File: config.mk
export PLATFORM = sky130hd
export DESIGN_NAME = eth_rx_dispatch
export DESIGN_NICKNAME = d
export VERILOG_FILES = /design/src/rtl/eth_rx_dispatch_pkg.sv /design/src/rtl/eth_pkt_out_reg.sv /design/src/rtl/eth_rx_dispatch.sv
export SDC_FILE = /design/constraint.sdc
export NUM_CORES = 1
export LEC_CHECK = 0
export ABC_AREA = 1
export ABC_CLOCK_PERIOD_IN_PS = 4550
export BUFFER_PORTS_ARGS = -buffer_cell sky130_fd_sc_hd__buf_2
export CAP_MARGIN = 20
export CORE_AREA = 3 3 303 305
export CTS_BUF_LIST = sky130_fd_sc_hd__clkbuf_8
export DETAILED_ROUTE_END_ITERATION = 12
export DIE_AREA = 0 0 306 308
export PLACE_DENSITY_LB_ADDON = 0.12
export SETUP_SLACK_MARGIN = 0.3
export SLEW_MARGIN = 20
export SYNTH_ARGS = -nofsm -noshare
export SYNTH_HDL_FRONTEND = slang
export SYNTH_SLANG_ARGS = --single-unit
File: constraint.sdc
create_clock -name clk_i -period 4.55 [get_ports clk_i]
set_input_delay 0.455 -clock clk_i [delete_from_list [all_inputs] [get_ports clk_i]]
set_output_delay 0.455 -clock clk_i [all_outputs]
set_load 0.005 [all_outputs]
File: src/rtl/eth_rx_dispatch_pkg.sv
// ---------------------------------------------------------------------------
// eth_rx_dispatch_pkg
// Shared types for the receive-side packet dispatcher.
//   state_e     : dispatcher FSM states (IDLE / PASS / DISCARD)
//   word_t      : one bus word {data, empty, sop, eop, tuser} at the default
//                 widths; the datapath itself uses flat vectors of
//                 word_width() bits in the same field order so that
//                 non-default parameters keep working.
// ---------------------------------------------------------------------------
package eth_rx_dispatch_pkg;

    typedef enum logic [1:0] {
        ST_IDLE    = 2'd0,
        ST_PASS    = 2'd1,
        ST_DISCARD = 2'd2
    } state_e;

    localparam int WORD_DATA_W  = 64;
    localparam int WORD_EMPTY_W = 3;
    localparam int WORD_TUSER_W = 32;

    typedef logic [WORD_DATA_W-1:0]  word_data_t;
    typedef logic [WORD_EMPTY_W-1:0] word_empty_t;
    typedef logic [WORD_TUSER_W-1:0] word_tuser_t;

    typedef struct packed {
        word_data_t  data;
        word_empty_t empty;
        logic        sop;
        logic        eop;
        word_tuser_t tuser;
    } word_t;

    // Flat word width: data + empty + sop + eop + tuser.
    function automatic int word_width(input int dw, input int ew, input int tw);
        return dw + ew + tw + 2;
    endfunction

endpackage

File: src/rtl/eth_pkt_out_reg.sv
// ---------------------------------------------------------------------------
// eth_pkt_out_reg
// Single-entry output register with valid/ready for one dispatch direction.
//   clk_i, rst_n_i : clock, asynchronous active-low reset
//   i_load         : capture i_word (only asserted when o_can_take is high)
//   i_word         : flat word to capture
//   i_ready        : downstream ready
//   o_val, o_word  : registered valid and word
//   o_can_take     : register is empty or being drained this cycle
// ---------------------------------------------------------------------------
module eth_pkt_out_reg #(
    parameter int WORD_W = 101
) (
    input  logic              clk_i,
    input  logic              rst_n_i,
    input  logic              i_load,
    input  logic [WORD_W-1:0] i_word,
    input  logic              i_ready,
    output logic              o_val,
    output logic [WORD_W-1:0] o_word,
    output logic              o_can_take
);

    logic              r_val;
    logic [WORD_W-1:0] r_word;

    assign o_can_take = ~r_val | i_ready;
    assign o_val      = r_val;
    assign o_word     = r_word;

    // A load may coincide with a drain; the new word simply replaces it.
    always_ff @(posedge clk_i or negedge rst_n_i) begin
        if (!rst_n_i) begin
            r_val  <= 1'b0;
            r_word <= '0;
        end else if (i_load) begin
            r_val  <= 1'b1;
            r_word <= i_word;
        end else if (i_ready) begin
            r_val  <= 1'b0;
        end
    end

endmodule

File: src/rtl/eth_rx_dispatch.sv
// ---------------------------------------------------------------------------
// eth_rx_dispatch
// Steers each received packet to one or more of DIR_CNT directions using a
// per-packet direction mask sampled at sop, with per-direction lossy mode,
// a default direction and per-direction delivered/dropped packet counters.
//   clk_i, rst_n_i            : clock, asynchronous active-low reset
//   pkt_*_i, pkt_ready_o      : input word stream
//   dir_mask_i, lossy_mask_i  : per-packet targets / lossy enables (at sop)
//   cnt_clr_i                 : synchronous clear of all counters
//   pkt_*_o, pkt_ready_i      : DIR_CNT output streams, flat-packed per dir
//   pkt_cnt_o, drop_cnt_o     : per-direction counters, flat-packed
//   orphan_o                  : pulse when a non-sop word is dropped in IDLE
// ---------------------------------------------------------------------------
module eth_rx_dispatch
    import eth_rx_dispatch_pkg::*;
#(
    parameter int DATA_W  = 64,
    parameter int EMPTY_W = 3,
    parameter int TUSER_W = 32,
    parameter int DIR_CNT = 4,
    parameter int DEF_DIR = 0,
    parameter int CNT_W   = 32
) (
    input  logic                       clk_i,
    input  logic                       rst_n_i,
    input  logic [DATA_W-1:0]          pkt_data_i,
    input  logic [EMPTY_W-1:0]         pkt_empty_i,
    input  logic [TUSER_W-1:0]         pkt_tuser_i,
    input  logic                       pkt_sop_i,
    input  logic                       pkt_eop_i,
    input  logic                       pkt_val_i,
    output logic                       pkt_ready_o,
    input  logic [DIR_CNT-1:0]         dir_mask_i,
    input  logic [DIR_CNT-1:0]         lossy_mask_i,
    input  logic                       cnt_clr_i,
    output logic [DIR_CNT*DATA_W-1:0]  pkt_data_o,
    output logic [DIR_CNT*EMPTY_W-1:0] pkt_empty_o,
    output logic [DIR_CNT*TUSER_W-1:0] pkt_tuser_o,
    output logic [DIR_CNT-1:0]         pkt_sop_o,
    output logic [DIR_CNT-1:0]         pkt_eop_o,
    output logic [DIR_CNT-1:0]         pkt_val_o,
    input  logic [DIR_CNT-1:0]         pkt_ready_i,
    output logic [DIR_CNT*CNT_W-1:0]   pkt_cnt_o,
    output logic [DIR_CNT*CNT_W-1:0]   drop_cnt_o,
    output logic                       orphan_o
);

    localparam int WORD_W = word_width(DATA_W, EMPTY_W, TUSER_W);
    localparam logic [DIR_CNT-1:0] DEF_MASK = {{(DIR_CNT-1){1'b0}}, 1'b1} << DEF_DIR;

    state_e              r_state;
    state_e              w_state_nxt;
    logic [DIR_CNT-1:0]  r_act_mask;
    logic                r_orphan;

    logic [DIR_CNT-1:0]  w_can_take;
    logic [DIR_CNT-1:0]  w_base;
    logic [DIR_CNT-1:0]  w_drop;
    logic [DIR_CNT-1:0]  w_eff;
    logic [DIR_CNT-1:0]  w_load;
    logic [DIR_CNT-1:0]  w_pkt_inc;
    logic [DIR_CNT-1:0]  w_drop_inc;
    logic                w_ready;
    logic                w_hs;
    logic                w_sop_hs;
    logic [WORD_W-1:0]   w_word_in;

    assign w_word_in = {pkt_data_i, pkt_empty_i, pkt_sop_i, pkt_eop_i, pkt_tuser_i};

    // Target resolution at sop: lossy directions that cannot take a word
    // right now are removed from the set instead of stalling the input.
    assign w_base = (dir_mask_i == '0) ? DEF_MASK : dir_mask_i;
    assign w_drop = w_base & lossy_mask_i & ~w_can_take;
    assign w_eff  = w_base & ~w_drop;

    always_comb begin
        w_ready = 1'b1;
        case (r_state)
            ST_IDLE: begin
                if (pkt_val_i && pkt_sop_i && (w_eff != '0))
                    w_ready = &(w_can_take | ~w_eff);
            end
            ST_PASS:  w_ready = &(w_can_take | ~r_act_mask);
            default:  w_ready = 1'b1;
        endcase
        if (!rst_n_i)
            w_ready = 1'b0;
    end

    assign pkt_ready_o = w_ready;
    assign w_hs        = pkt_val_i & w_ready;
    assign w_sop_hs    = w_hs & pkt_sop_i & (r_state == ST_IDLE);
    assign w_load      = w_sop_hs ? w_eff
                       : ((w_hs && (r_state == ST_PASS)) ? r_act_mask : '0);
    assign w_pkt_inc   = w_sop_hs ? w_eff  : '0;
    assign w_drop_inc  = w_sop_hs ? w_drop : '0;

    always_comb begin
        w_state_nxt = r_state;
        case (r_state)
            ST_IDLE: begin
                if (w_sop_hs && !pkt_eop_i)
                    w_state_nxt = (w_eff != '0) ? ST_PASS : ST_DISCARD;
            end
            ST_PASS, ST_DISCARD: begin
                if (w_hs && pkt_eop_i)
                    w_state_nxt = ST_IDLE;
            end
            default: w_state_nxt = ST_IDLE;
        endcase
    end

    always_ff @(posedge clk_i or negedge rst_n_i) begin
        if (!rst_n_i) begin
            r_state    <= ST_IDLE;
            r_act_mask <= '0;
            r_orphan   <= 1'b0;
        end else begin
            r_state  <= w_state_nxt;
            r_orphan <= w_hs & ~pkt_sop_i & (r_state == ST_IDLE);
            if (w_sop_hs)
                r_act_mask <= w_eff;
        end
    end

    assign orphan_o = r_orphan;

    for (genvar d = 0; d < DIR_CNT; d++) begin : g_dir
        logic [WORD_W-1:0] w_word_out;
        logic [CNT_W-1:0]  r_pkt_cnt;
        logic [CNT_W-1:0]  r_drop_cnt;

        eth_pkt_out_reg #(
            .WORD_W (WORD_W)
        ) u_out_reg (
            .clk_i      (clk_i),
            .rst_n_i    (rst_n_i),
            .i_load     (w_load[d]),
            .i_word     (w_word_in),
            .i_ready    (pkt_ready_i[d]),
            .o_val      (pkt_val_o[d]),
            .o_word     (w_word_out),
            .o_can_take (w_can_take[d])
        );

        assign {pkt_data_o[d*DATA_W +: DATA_W],
                pkt_empty_o[d*EMPTY_W +: EMPTY_W],
                pkt_sop_o[d],
                pkt_eop_o[d],
                pkt_tuser_o[d*TUSER_W +: TUSER_W]} = w_word_out;

        // Clear has priority; counters wrap naturally.
        always_ff @(posedge clk_i or negedge rst_n_i) begin
            if (!rst_n_i) begin
                r_pkt_cnt  <= '0;
                r_drop_cnt <= '0;
            end else if (cnt_clr_i) begin
                r_pkt_cnt  <= '0;
                r_drop_cnt <= '0;
            end else begin
                if (w_pkt_inc[d])
                    r_pkt_cnt <= r_pkt_cnt + CNT_W'(1);
                if (w_drop_inc[d])
                    r_drop_cnt <= r_drop_cnt + CNT_W'(1);
            end
        end

        assign pkt_cnt_o[d*CNT_W +: CNT_W]  = r_pkt_cnt;
        assign drop_cnt_o[d*CNT_W +: CNT_W] = r_drop_cnt;
    end

endmodule

==> metrics.md <==
| Metric | Value |
|---|---|
| Residual DRC | `0` |
| Final Slew Violations | `0` |
| Later-pin clock latency in the skew report | `790 ps` |
| Crit path buffers/inverters | `4` |
| Synth async-reset ratio | `1.00` |
| Initial antenna violation count | `1` |
| Register area | `16800 sq um` |
| Final period util | `0.706` |
| Top cell type by total area after synthesis | `dfrtp_1` |
| Most frequent cell after synthesis | `nand2_1` |
| Min-delay worst type | `in -> reg` |
| TritonCTS Buffers | `119` |
| Clock Path Buffers | `3` |
| Setup ws final | `1340 ps` |
| Cells on Worst Hold Path | `2` |
| First-pass GRT wire length | `205 mm` |
| RSZ-0062 raised after global routing | `false` |
| Die W | `306 um` |
| Flop2flop setup slack | `1340 ps` |
| Crit Path Category | `reg -> reg` |
| Grt ovf | `0` |
| Worst Path Max Fanout | `67` |
| Core Region | `89600 sq um` |
| Detailed Route Iter0 Violations | `2501` |
| GRT Resource Usage Total | `0.280` |
| Post-synth top cells | `1681 x nand2_1, 671 x dfrtp_1, 615 x nand3_1, 375 x nor2_1, 201 x inv_1` |
| CTS Root Cell | `clkbuf_8` |
| Syn Inst Count | `4369` |
| Most common cell on crit path | `nand2_1` |
| Setup Total Neg Slack | `0 ps` |
| Hold Fails Final Rpt | `0` |
| Post-Layout Cell Count | `6448` |
| Layout cell share with drive strength beyond 1 | `0.195` |
| CTS tree | `yes` |
| Largest cells by area after synthesis | `dfrtp_1 50%, nand2_1 19%, nand3_1 9.1%` |
| Max incr delay on CP | `530 ps` |
| Layout Nets | `5316` |
| Net Count, Synth | `4496` |
| Cells on worst reg2reg path | `12` |
| Outcome | `finished clean` |
| Maxcap violations | `0` |
| Clock sinks | `671` |
| Routed vias/inst | `5.09` |
| VDD IR max | `0.528 mV` |
| Synthesis warning total | `0` |
| Startpoint Class | `flop` |
| Site Rows | `110` |
| Min-delay src | `pkt_sop_i` |
| Crit-path leading delay family | `simple AND/OR/NAND/NOR gates` |
| DIE AREA | `94200 sq um` |
| Crit path cell chain | `inv_1, ha_1, inv_2, nor2_2, buf_4, nand3_4, nand2_1, nand2_4, nand2_4, buf_12, nand2_1, nand2_1` |
| Pleak | `21.9 nW` |
| Post-synthesis sequential area ratio | `0.498` |
| Reg2reg start | `r_state[0]$_DFFE_PN0P_` |
| Register bit total from synthesis | `671` |
| FMAX | `311 MHz` |
| Syn Std Cell Area | `33700 sq um` |
| Routed vias | `32827` |
| Ys flop type | `dfrtp_1` |
| Starting density of the core | `0.376` |
| Post-DP HPWL | `95.0 mm` |
| DRT Wirelength | `135 mm` |
| Power Density | `508 nW/um^2` |
| IO Pins | `783` |
| Fillcell total | `8996` |
| Die height | `308 um` |
| Wirelength per Cell | `20.9 um` |
| Area taken by multi-input logic gates | `15000 sq um` |
| Min-Delay Endpoint | `orphan_o$_DFF_PN0_` |
| Reg2reg end | `g_dir[0].u_out_reg.o_word[70]$_DFFE_PN0P_` |
| Worst Max-Slew Pin Slew | `1040 ps` |
| Average cell area after synthesis | `7.71 sq um` |
| IO Port Bufs | `782` |
| Minimum clock period | `3210 ps` |
| DRT Pass-1 Iters | `6` |
| Slowest-stage cell, CP | `nand2_4` |
| Pin count of the biggest net entering global routing | `158` |
| Synth top area share | `0.498` |
| Reg clk slew, reported paths | `60 ps` |
| Number of global-route vias before repair | `32077` |
| Final setup violation count | `0` |
| Gpl congestion | `0.932` |
| Worst hold slack | `91.1 ps` |
| Max-slew headroom | `0.308` |
| Worst slack at placement | `1150 ps` |
| Crit end category | `flop` |
| Number of flops mapped to enable cells by yosys | `0` |
| Placed cell count | `6141` |
| CTS H-tree depth | `3` |
| Final Util | `0.467` |
| Final antenna-violating net count | `0` |
| Worst EP required | `5260 ps` |
| Critical Path AT | `3920 ps` |
| Distinct cells, synth | `37` |
| Area Overhead vs Synth | `24.1%` |
| Clock Skew | `28.3 ps` |
[timing repair]
| item | CTS | global route |
|---|---|---|
| hold buffers | 103 | 0 |
| endpoints found under the setup margin | 0 | 0 |
| resized for setup | 0 | 0 |
| setup buffers | 0 | 0 |
| endpoints found under the hold margin | 446 | 0 |
[cell type report]
type	count	share of cell area
Sequential cell	671	0.402
Tap cell	1176	0.0352
Antenna cell	1	0.0000599
Inverter	210	0.0190
Multi-Input combinational cell	3265	0.358
Timing Repair Buffer	922	0.128
Clock inverter	58	0.00991
Clock buffer	145	0.0477
[sequential cells by signal, indices dropped and copies added, names as in the netlist]
name and cells:
orphan_o 1, g_dir.r_pkt_cnt 128, r_act_mask 4, r_state 2, g_dir.u_out_reg.o_word 404, g_dir.u_out_reg.o_val 4, g_dir.r_drop_cnt 128
[cell families after synthesis]
group           share of synthesized area
flops                               0.498
xor+xnor                           0.0481
buf+inv                            0.0593
fa+ha+maj                         0.00371
simple gates                        0.374
compound gates                     0.0161
[layer usage]
metal | vias to the layer above | global-route usage | wire length [um]
met5 | - | 0 | 0
met4 | 0 | 0.126 | 6330
met3 | 259 | 0.0763 | 10400
met2 | 1151 | 0.448 | 62200
met1 | 15744 | 0.354 | 55800
li1 | 15673 | - | -
[report_power, final]
part | total, W | switching (W) | internal (W)
logic | 0.00671 | 0.00446 | 0.00225
registers | 0.00873 | 0.000982 | 0.00775
clock network | 0.00580 | 0.00270 | 0.00311
total | 0.0212 | 0.00814 | 0.0131
[per-stage QoR]
stage / power (W) / cell area, sq um
floorplan: 0.0116 / 33700
global placement: 0.0154 / 38400
detailed placement: 0.0155 / 38400
CTS: 0.0215 / 41800
global route: 0.0225 / 41800
finish: 0.0212 / 41800
[cell usage in the layout (no fill, tap or decap), drive strengths merged, types with 3 or more instances in the layout]
cell type and instances:
or2 4, a21oi 10, ha 10, o21ai 88, buf 819, nor2 378
nand2 1686, xor2 105, xnor2 80, bufinv 4, clkinv 8, nand4 75
nor3 150, inv 256, clkbuf 145, nand3 621, dfrtp 671, nor4 47
nor3b 3, dlygate4sd3 103, nand3b 4
[how the worst max path moves through the flow]
| stage | start | end | depth (start not counted) |
|---|---|---|---|
| finish | r_state[0]$_DFFE_PN0P_ | g_dir[0].u_out_reg.o_word[70]$_DFFE_PN0P_ | 12 |
| global route | r_state[1]$_DFFE_PN0P_ | g_dir[0].u_out_reg.o_word[67]$_DFFE_PN0P_ | 12 |
| CTS | r_state[0]$_DFFE_PN0P_ | g_dir[0].u_out_reg.o_word[73]$_DFFE_PN0P_ | 12 |
| detailed placement | pkt_ready_i[0] | g_dir[1].u_out_reg.o_word[19]$_DFFE_PN0P_ | 14 |
| global placement | pkt_ready_i[0] | g_dir[1].u_out_reg.o_word[19]$_DFFE_PN0P_ | 14 |
| floorplan | r_state[0]$_DFFE_PN0P_ | g_dir[2].u_out_reg.o_word[91]$_DFFE_PN0P_ | 12 |
[worst reg2reg max path, cell delays in order (launching register included)]
cell,delay [ps]
dfrtp_1,410
inv_1,70
ha_1,330
inv_2,80
nor2_2,260
buf_4,300
nand3_4,170
nand2_1,160
nand2_4,180
nand2_4,530
buf_12,420
nand2_1,160
nand2_1,70
No activity file was read; power rests on OpenSTA's default activity.
